$ cat src/rtl/instr_fetch_seq.sv
`default_nettype none
// +----------------------------------------------------------------------------+
// | instr_fetch_seq : fetch/decode/execute sequencer with PC and return stack  |
// | Rev 1.0                                                                    |
// +----------------------------------------------------------------------------+
module instr_fetch_seq #(
  parameter logic [10:0] RESET_VEC   = 11'h000,
  parameter int          STACK_DEPTH = 8
) (
  input  logic        clk,
  input  logic        reset,
  output logic [10:0] Rom_addr_out,
  input  logic [13:0] Rom_data_in,
  input  logic        stall,
  input  logic        skip_req,
  output logic [13:0] ir_out,
  output logic        ir_valid,
  output logic [10:0] pc_out,
  output logic        stack_err
);

  localparam int SPW = $clog2(STACK_DEPTH);
  localparam int OCW = $clog2(STACK_DEPTH + 1);
  localparam logic [SPW-1:0] SP_ONE  = SPW'(1);
  localparam logic [OCW-1:0] OC_ONE  = OCW'(1);
  localparam logic [OCW-1:0] OC_ZERO = '0;
  localparam logic [OCW-1:0] OC_FULL = OCW'(STACK_DEPTH);

  localparam logic [1:0] K_SEQ  = 2'd0;
  localparam logic [1:0] K_GOTO = 2'd1;
  localparam logic [1:0] K_CALL = 2'd2;
  localparam logic [1:0] K_RET  = 2'd3;

  typedef enum logic [1:0] {
    FETCH  = 2'd0,
    DECODE = 2'd1,
    EXEC   = 2'd2
  } state_t;

  state_t         state, state_next;
  logic [10:0]    pc, pc_next, pc_inc;
  logic [13:0]    ir;
  logic [SPW-1:0] sp, sp_next;
  logic [OCW-1:0] occ, occ_next;
  logic           squash, squash_next;
  logic           err_next;
  logic           push;
  logic [1:0]     kind, dec_kind;
  logic [10:0]    target, dec_target;
  logic [10:0]    stack [STACK_DEPTH];

  assign pc_inc       = pc + 11'd1;
  assign Rom_addr_out = pc;
  assign pc_out       = pc;
  assign ir_out       = ir;
  assign ir_valid     = (state == EXEC) && !squash;

  // Return target is read here; the stack cannot change before EXEC commits.
  always_comb begin
    dec_kind   = K_SEQ;
    dec_target = ir[10:0];
    if (ir[13:11] == 3'b101) begin
      dec_kind = K_GOTO;
    end else if (ir[13:11] == 3'b100) begin
      dec_kind = K_CALL;
    end else if (ir == 14'h0008 || ir[13:10] == 4'b1101) begin
      dec_kind   = K_RET;
      dec_target = stack[sp - SP_ONE];
    end
  end

  always_comb begin
    state_next  = state;
    pc_next     = pc;
    sp_next     = sp;
    occ_next    = occ;
    squash_next = squash;
    err_next    = stack_err;
    push        = 1'b0;
    case (state)
      FETCH:  state_next = DECODE;
      DECODE: state_next = EXEC;
      EXEC: begin
        state_next  = FETCH;
        squash_next = skip_req & ~squash;
        pc_next     = pc_inc;
        if (!squash) begin
          case (kind)
            K_GOTO: pc_next = target;
            K_CALL: begin
              push    = 1'b1;
              pc_next = target;
              sp_next = sp + SP_ONE;
              if (occ == OC_FULL) err_next = 1'b1;
              else                occ_next = occ + OC_ONE;
            end
            K_RET: begin
              pc_next = target;
              sp_next = sp - SP_ONE;
              if (occ == OC_ZERO) err_next = 1'b1;
              else                occ_next = occ - OC_ONE;
            end
            default: ;
          endcase
        end
      end
      default: state_next = FETCH;
    endcase
  end

  always_ff @(posedge clk) begin
    if (reset) begin
      state     <= FETCH;
      pc        <= RESET_VEC;
      ir        <= 14'h0000;
      sp        <= '0;
      occ       <= '0;
      squash    <= 1'b0;
      stack_err <= 1'b0;
      kind      <= K_SEQ;
      target    <= '0;
    end else if (!stall) begin
      state     <= state_next;
      pc        <= pc_next;
      sp        <= sp_next;
      occ       <= occ_next;
      squash    <= squash_next;
      stack_err <= err_next;
      if (state == FETCH) ir <= Rom_data_in;
      if (state == DECODE) begin
        kind   <= dec_kind;
        target <= dec_target;
      end
    end
  end

  always_ff @(posedge clk) begin
    if (!reset && !stall && push) stack[sp] <= pc_inc;
  end

endmodule
`default_nettype wire

$ cat config.mk
export PLATFORM = sky130hd
export DESIGN_NAME = instr_fetch_seq
export DESIGN_NICKNAME = d
export VERILOG_FILES = /design/src/rtl/instr_fetch_seq.sv
export SDC_FILE = /design/constraint.sdc
export NUM_CORES = 1
export LEC_CHECK = 0
export CAP_MARGIN = 20
export CORE_ASPECT_RATIO = 1.2
export CORE_UTILIZATION = 49
export CTS_CLUSTER_SIZE = 25
export DETAILED_ROUTE_END_ITERATION = 6
export PLACE_DENSITY = 0.7
export SLEW_MARGIN = 15
export SYNTH_ARGS = -nofsm -noshare
export SYNTH_HDL_FRONTEND = slang
export SYNTH_SLANG_ARGS = --single-unit
export TNS_END_PERCENT = 1
$ cat constraint.sdc
create_clock -name clk -period 4.2 [get_ports clk]
set_clock_uncertainty 0.1 [all_clocks]
set_input_delay 0.42 -clock clk [delete_from_list [all_inputs] [get_ports clk]]
set_output_delay 0.42 -clock clk [all_outputs]
set_load 0.01 [all_outputs]
==> impl_metrics.tcl, run 1 <==
set metrics [dict create \
    report.final.hold_viol_count 0 \
    post_layout_worst_setup_margin_ps 1460 \
    clockRootBuffer "sky130_fd_sc_hd__clkbuf_16" \
    drt-pass1-iter-count 5 \
    clk_latency_ps 430 \
    grt_max_degree 44 \
    synth_area_leaders "sky130_fd_sc_hd__edfxtp_1, sky130_fd_sc_hd__dfxtp_1, sky130_fd_sc_hd__mux4_2, sky130_fd_sc_hd__mux4_1, sky130_fd_sc_hd__nand2_1" \
    initial_core_util_pct 50.0 \
    cap_viol_max_count 0 \
    synth.ff_latch_count 137 \
    async_flop_share_pct 0 \
    final-seq-area_um2 3620 \
    vias_in_the_first_global_route 3803 \
    drc 0 \
    finalWorstPathRequiredPeriod_ps 2740 \
    number_of_buffers_inserted_during_clock_tree_synthesis 17 \
    antenna_violations_before_repair 0 \
    cts.sinks 137 \
    synthesis.instances 456 \
    critPathKind "reg2reg" \
    grt_remaining_overflow 0 \
    cts_hold_buffers 0 \
    r2r_setup_slack_ps 1460 \
    rsz0062_at_grt "false" \
    dr_total_vias 4062 \
    dp_hpwl_um 9150 \
    detail_route.wl_per_cell_um 20.0 \
    gp_congestion 0.822 \
    holdCritStartpoint "occ[2]" \
    r2r_start "sp[1]" \
    worst_r2r_path_depth 6 \
    synthesis.yosys.warnings 0 \
    gr-max-usage-layer "met2" \
    worst_ep_arrival_time_ps 2950 \
    synthToLayoutAreaGrowth_pct 20.6 \
    design.die.area_um2 12800 \
    synth_nets 480 \
    cp-start-kind "register" \
    hold-path-cell-count 2 \
    power.static_leakage_nw 2.53 \
    ys_top_cells_by_count "sky130_fd_sc_hd__edfxtp_1, sky130_fd_sc_hd__dfxtp_1, sky130_fd_sc_hd__nand2_1" \
    synth.top_cell.area_share_pct 43.8 \
    core_area_um2 12100 \
    tightest_slew_ps 1030 \
    worstHoldEndpoint "occ[2]" \
    use_met1_pct 27.5 \
    instances_no_fill 682 \
    synth-edff-count 88 \
    ys_seq_area_share_pct 60.1 \
    cp.required_ps 4410 \
    power.ir.vdd_worst_uv 264 \
    clock_tree.buffer_depth 2 \
    number_of_inserted_filler_cells_in_the_final_layout 928 \
    nets 532 \
    slew_viol_final 0 \
    maxClockFrequency_ghz 0.365 \
    groute.layer.met2.usage_pct 38.4 \
    setup-tns-final_ps 0 \
    critPathMaxFanout 23 \
    floorplan.die.height_um 124 \
    path_clk_slew_ps 60 \
    route.antenna.remaining_nets 0 \
    dpl.cell_count 650 \
    total_inserted_antenna_cells 0 \
    dp_slack_ps 1360 \
    outcome "finished clean" \
    synthDistinctLibCells 57 \
    std_cell_rows 44 \
    worst_hold_path_type "reg2reg" \
    synth_flop_cell "sky130_fd_sc_hd__edfxtp_1" \
    final_layout_size_suffix_gt1_share_pct 13.1 \
    period_share_pct 65.3 \
    synth.cell_area_um2 6030 \
    detail_route.wirelength_um 13700 \
    r2r_end "target[3]" \
    gr-usage-all-layers_pct 23.1 \
    htree_levels 4 \
    relSlewSlack_pct 31.6 \
    io_buffers 55 \
    synth_most_common_cell "sky130_fd_sc_hd__edfxtp_1" \
    num_io_pins 56 \
    cts_post_setup_buffers_inserted 0 \
    synth_top_area_cell "sky130_fd_sc_hd__edfxtp_1" \
    crit_path_end_kind "register" \
    grt_first_pass_wirelength_um 20600 \
    pwr_density_cell_nw_per_um2 436 \
    vias_per_cell 5.96 \
    die_extent_in_x_um 103 \
    tritoncts "built" \
    multi_input_area_um2 2130 \
    globalRouteMet3Util_pct 6.44 \
    finalSetupViolations 0 \
    postSynthAreaPerCell_um2 13.2 \
    drt_first_iter_violations 243 \
    post_cts.resized_instances 0 \
]
-- metal layers --
metal  up-vias  part of all wire, %
met3        32                  6.1
met2       182                   50
li1       1845                    -
met1      2003                   41
met5         -                    0
met4         0                  2.8
-- registers in the layout, indices dropped and copies added (netlist names) --
| register | count |
|---|---|
| kind | 2 |
| occ | 4 |
| state | 2 |
| target | 11 |
| ir_out | 14 |
| squash | 1 |
| Rom_addr_out | 11 |
| stack | 88 |
| sp | 3 |
| stack_err | 1 |
-- area by class of cell --
class | instances | share of cell area (%)
flip-flops and latches | 137 | 49.8
multi-input cells | 274 | 29.2
repair buffers | 69 | 9.01
clock buffers | 18 | 5.90
clock inverters | 14 | 2.80
well taps | 161 | 2.77
inverters | 9 | 0.464
-- cells in the final DEF (no fill, tap or decap), types with 14 or more instances in the layout --
master	instances
sky130_fd_sc_hd__edfxtp_1	88
sky130_fd_sc_hd__clkdlybuf4s50_1	55
sky130_fd_sc_hd__dfxtp_1	49
sky130_fd_sc_hd__nand2_1	47
sky130_fd_sc_hd__a21oi_1	25
sky130_fd_sc_hd__nor2_1	19
sky130_fd_sc_hd__clkbuf_16	17
sky130_fd_sc_hd__nor3_1	16
sky130_fd_sc_hd__o21ai_0	15
sky130_fd_sc_hd__a211oi_1	14
sky130_fd_sc_hd__mux4_2	14
sky130_fd_sc_hd__buf_4	14
-- logic make-up after synthesis --
kind of cell / after synthesis / share of synthesized area (%)
flip-flops: 137 / 60.1
AND/OR/NAND/NOR: 132 / 11.1
AO/OA/AOI/OAI: 88 / 9.81
buffers and inverters: 45 / 4.77
multiplexers: 34 / 10.7
XOR/XNOR: 14 / 2.16
adder cells (fa/ha/maj): 6 / 1.37
-- power by group --
group          internal (mW)  total (mW)  leakage, nW  switching (mW)
sequential              1.43        1.45         1.23          0.0199
clock                   1.04        1.60        0.302           0.556
combinational         0.0546       0.114         1.00          0.0592
-- critical path, stage by stage (launching register included) --
cell and delay [ps]:
sky130_fd_sc_hd__dfxtp_1 380, sky130_fd_sc_hd__inv_1 100, sky130_fd_sc_hd__ha_1 970, sky130_fd_sc_hd__mux4_2 440, sky130_fd_sc_hd__mux2i_1 260, sky130_fd_sc_hd__a211oi_1 70
sky130_fd_sc_hd__a221o_1 290
-- worst max-delay path by stage --
stage / from / end / slack [ps]
2_1_floorplan: state[1] / stack[0][0] / 1760
3_3_place_gp: stall / stack[2][5] / 1400
3_5_place_dp: stall / stack[2][5] / 1360
4_1_cts: sp[1] / target[0] / 1440
5_1_grt: sp[1] / target[3] / 1310
6_report: sp[1] / target[3] / 1460
-- metrics by stage --
step	area [um^2]	util [%]	total power, mW	hold WS [ps]
finish	7270	60.3	3.17	380
global route	7270	60.3	3.25	399
CTS	7270	60.3	3.18	378
detailed placement	6640	55.1	1.59	364
global placement	6640	55.1	1.59	355
floorplan	6030	-	1.54	344
Note: power is estimated with default switching activity, not from simulation.
==> inputs of run 2 (changes only) <==
Clock period 4.2 ns to 2.6 ns, I/O delays scaled along.
==> run 2 against run 1 <==
  * The run now ends with DRC left
  * Routed wire length fell by 5.8%
  * Die area did not move
  * First-iteration DRC count fell by 33%
  * Core utilization rose by 0.15 points
  * Critical endpoint is now target[1]
  * Largest cell class unchanged
  * Largest power group is now sequential cells
  * Highest routed layer unchanged
==> impl_metrics.tcl, run 2 (synthesis results as in run 1) <==
set metrics [dict create \
    post_layout_worst_setup_margin_ps 403 \
    final_layout_size_suffix_gt1_share_pct 14.8 \
    gp_congestion 0.830 \
    num_io_pins 56 \
    std_cell_rows 44 \
    power.ir.vdd_worst_uv 418 \
    drt-pass1-iter-count 6 \
    period_share_pct 84.5 \
    io_buffers 55 \
    route.antenna.remaining_nets 0 \
    layout.cells.most_common "sky130_fd_sc_hd__edfxtp_1" \
    gr-usage-all-layers_pct 21.9 \
    slew_viol_final 0 \
    layout.cells.most_common_list "sky130_fd_sc_hd__edfxtp_1, sky130_fd_sc_hd__clkdlybuf4s50_1, sky130_fd_sc_hd__dfxtp_1" \
    detailroute.wirelength.met2_um 6630 \
    vias_per_cell 5.64 \
    max_stage_delay_ps 380 \
    tritoncts "built" \
    report.final.hold_viol_count 0 \
    detail_route.wl_per_cell_um 18.5 \
    core_area_um2 12100 \
    fin_hold_ws_ps 294 \
    grt_remaining_overflow 0 \
    clk_latency_ps 420 \
    synthToLayoutAreaGrowth_pct 20.9 \
    rsz0062_at_grt "false" \
    maxClockFrequency_ghz 0.455 \
    dp_hpwl_um 9050 \
    violations "DRC" \
    drt-met1-wl_um 5550 \
    dp_slack_ps 296 \
    worst_ep_arrival_time_ps 2410 \
    outcome "complete, but fails checks" \
    highest_layer "met4" \
    relSlewSlack_pct 46.2 \
    cts_post_setup_buffers_inserted 0 \
    drc 1 \
    instances_no_fill 694 \
    nets 544 \
    cell_by_cell_trace_of_the_critical_path "inv_1 -> ha_1 -> buf_4 -> mux4_2 -> mux2i_1 -> a211oi_1 -> a221o_1" \
    initial_core_util_pct 50.0 \
    critPathKind "reg2reg" \
    tightest_slew_ps 801 \
    pwr_density_cell_nw_per_um2 661 \
    post_cts.resized_instances 0 \
    clockRootBuffer "sky130_fd_sc_hd__clkbuf_16" \
    power.static_leakage_nw 2.56 \
    finish.utilization_pct 60.5 \
    setup-tns-final_ps 0 \
    largest_register_ff_count 88 \
    die_extent_in_x_um 103 \
    worst_hold_path_type "in2reg" \
    cap_viol_max_count 0 \
    design.die.area_um2 12800 \
    clock_tree.buffer_depth 2 \
    detail_route.wirelength_um 12900 \
    dpl.cell_count 662 \
    finalSetupViolations 0 \
    cp.required_ps 2810 \
    critPathMaxFanout 22 \
    cp-start-kind "register" \
    path_clk_slew_ps 60 \
    max_flop_register "stack" \
    htree_levels 4 \
    floorplan.die.height_um 124 \
    drt_first_iter_violations 163 \
    grt_max_degree 25 \
    dr_total_vias 3913 \
    total_inserted_antenna_cells 0 \
    number_of_buffers_inserted_during_clock_tree_synthesis 17 \
    cp_slowest_cell "sky130_fd_sc_hd__mux4_2" \
    grt_first_pass_wirelength_um 19800 \
    crit_path_end_kind "register" \
    cts_hold_buffers 0 \
    finalWorstPathRequiredPeriod_ps 2200 \
    antenna_violations_before_repair 0 \
    cts.sinks 137 \
    wl_met3_um 466 \
    vias_in_the_first_global_route 3792 \
]
[run 2: cell count changes in the layout (fill, tap and decap cells not counted)]
cell                        previous run  this run
sky130_fd_sc_hd__inv_6                 0         2
sky130_fd_sc_hd__bufinv_16             5         2
sky130_fd_sc_hd__clkinv_4              2         1
sky130_fd_sc_hd__clkinv_2              2         3
sky130_fd_sc_hd__clkbuf_1              1         2
sky130_fd_sc_hd__buf_4                14        26
[run 2: layer usage]
layer | up-vias | global-route usage, %
met3 | 17 | 4.92
met4 | 0 | 10.6
met2 | 118 | 36.7
met1 | 1916 | 26.5
li1 | 1862 | -
met5 | - | 0
[run 2: critical path: cells and delay by family, from the launching register on]
kind                     cells  cell delay [ps]
AO/OA/AOI/OAI                2              340
adder cells (fa/ha/maj)      1              320
buffers and inverters        2              400
flip-flops                   1              370
multiplexers                 2              550
[run 2: power by group]
part,internal (mW),leakage (nW),switching [mW]
registers,2.32,1.23,0.0272
clock network,1.40,0.270,0.887
logic,0.0935,1.07,0.0991
[run 2: final cells by class]
class                   count  area [um^2]
clock buffers              19          433
flip-flops and latches    137         3620
clock inverters            13          128
fillers                   942         4770
repair buffers             81          746
well taps                 161          201
inverters                   9         33.8
multi-input cells         274         2130
[run 2: worst paths after layout]
check / from / endpoint / slack [ps] / cells after the start
worst max register to register: sp[1] / target[1] / 400 / 7
worst max-delay path: sp[1] / target[1] / 400 / 7
worst min register to register: stack_err / stack_err / 370 / 2
worst min-delay path: Rom_data_in[0] / ir_out[0] / 290 / 3
[run 2: per-stage QoR]
| step | instance area, um^2 | power (mW) |
|---|---|---|
| after floorplan | 6030 | 2.48 |
| after global placement | 6730 | 2.58 |
| after detailed placement | 6730 | 2.58 |
| after CTS | 7290 | 4.85 |
| after global routing | 7290 | 4.95 |
| final | 7290 | 4.82 |
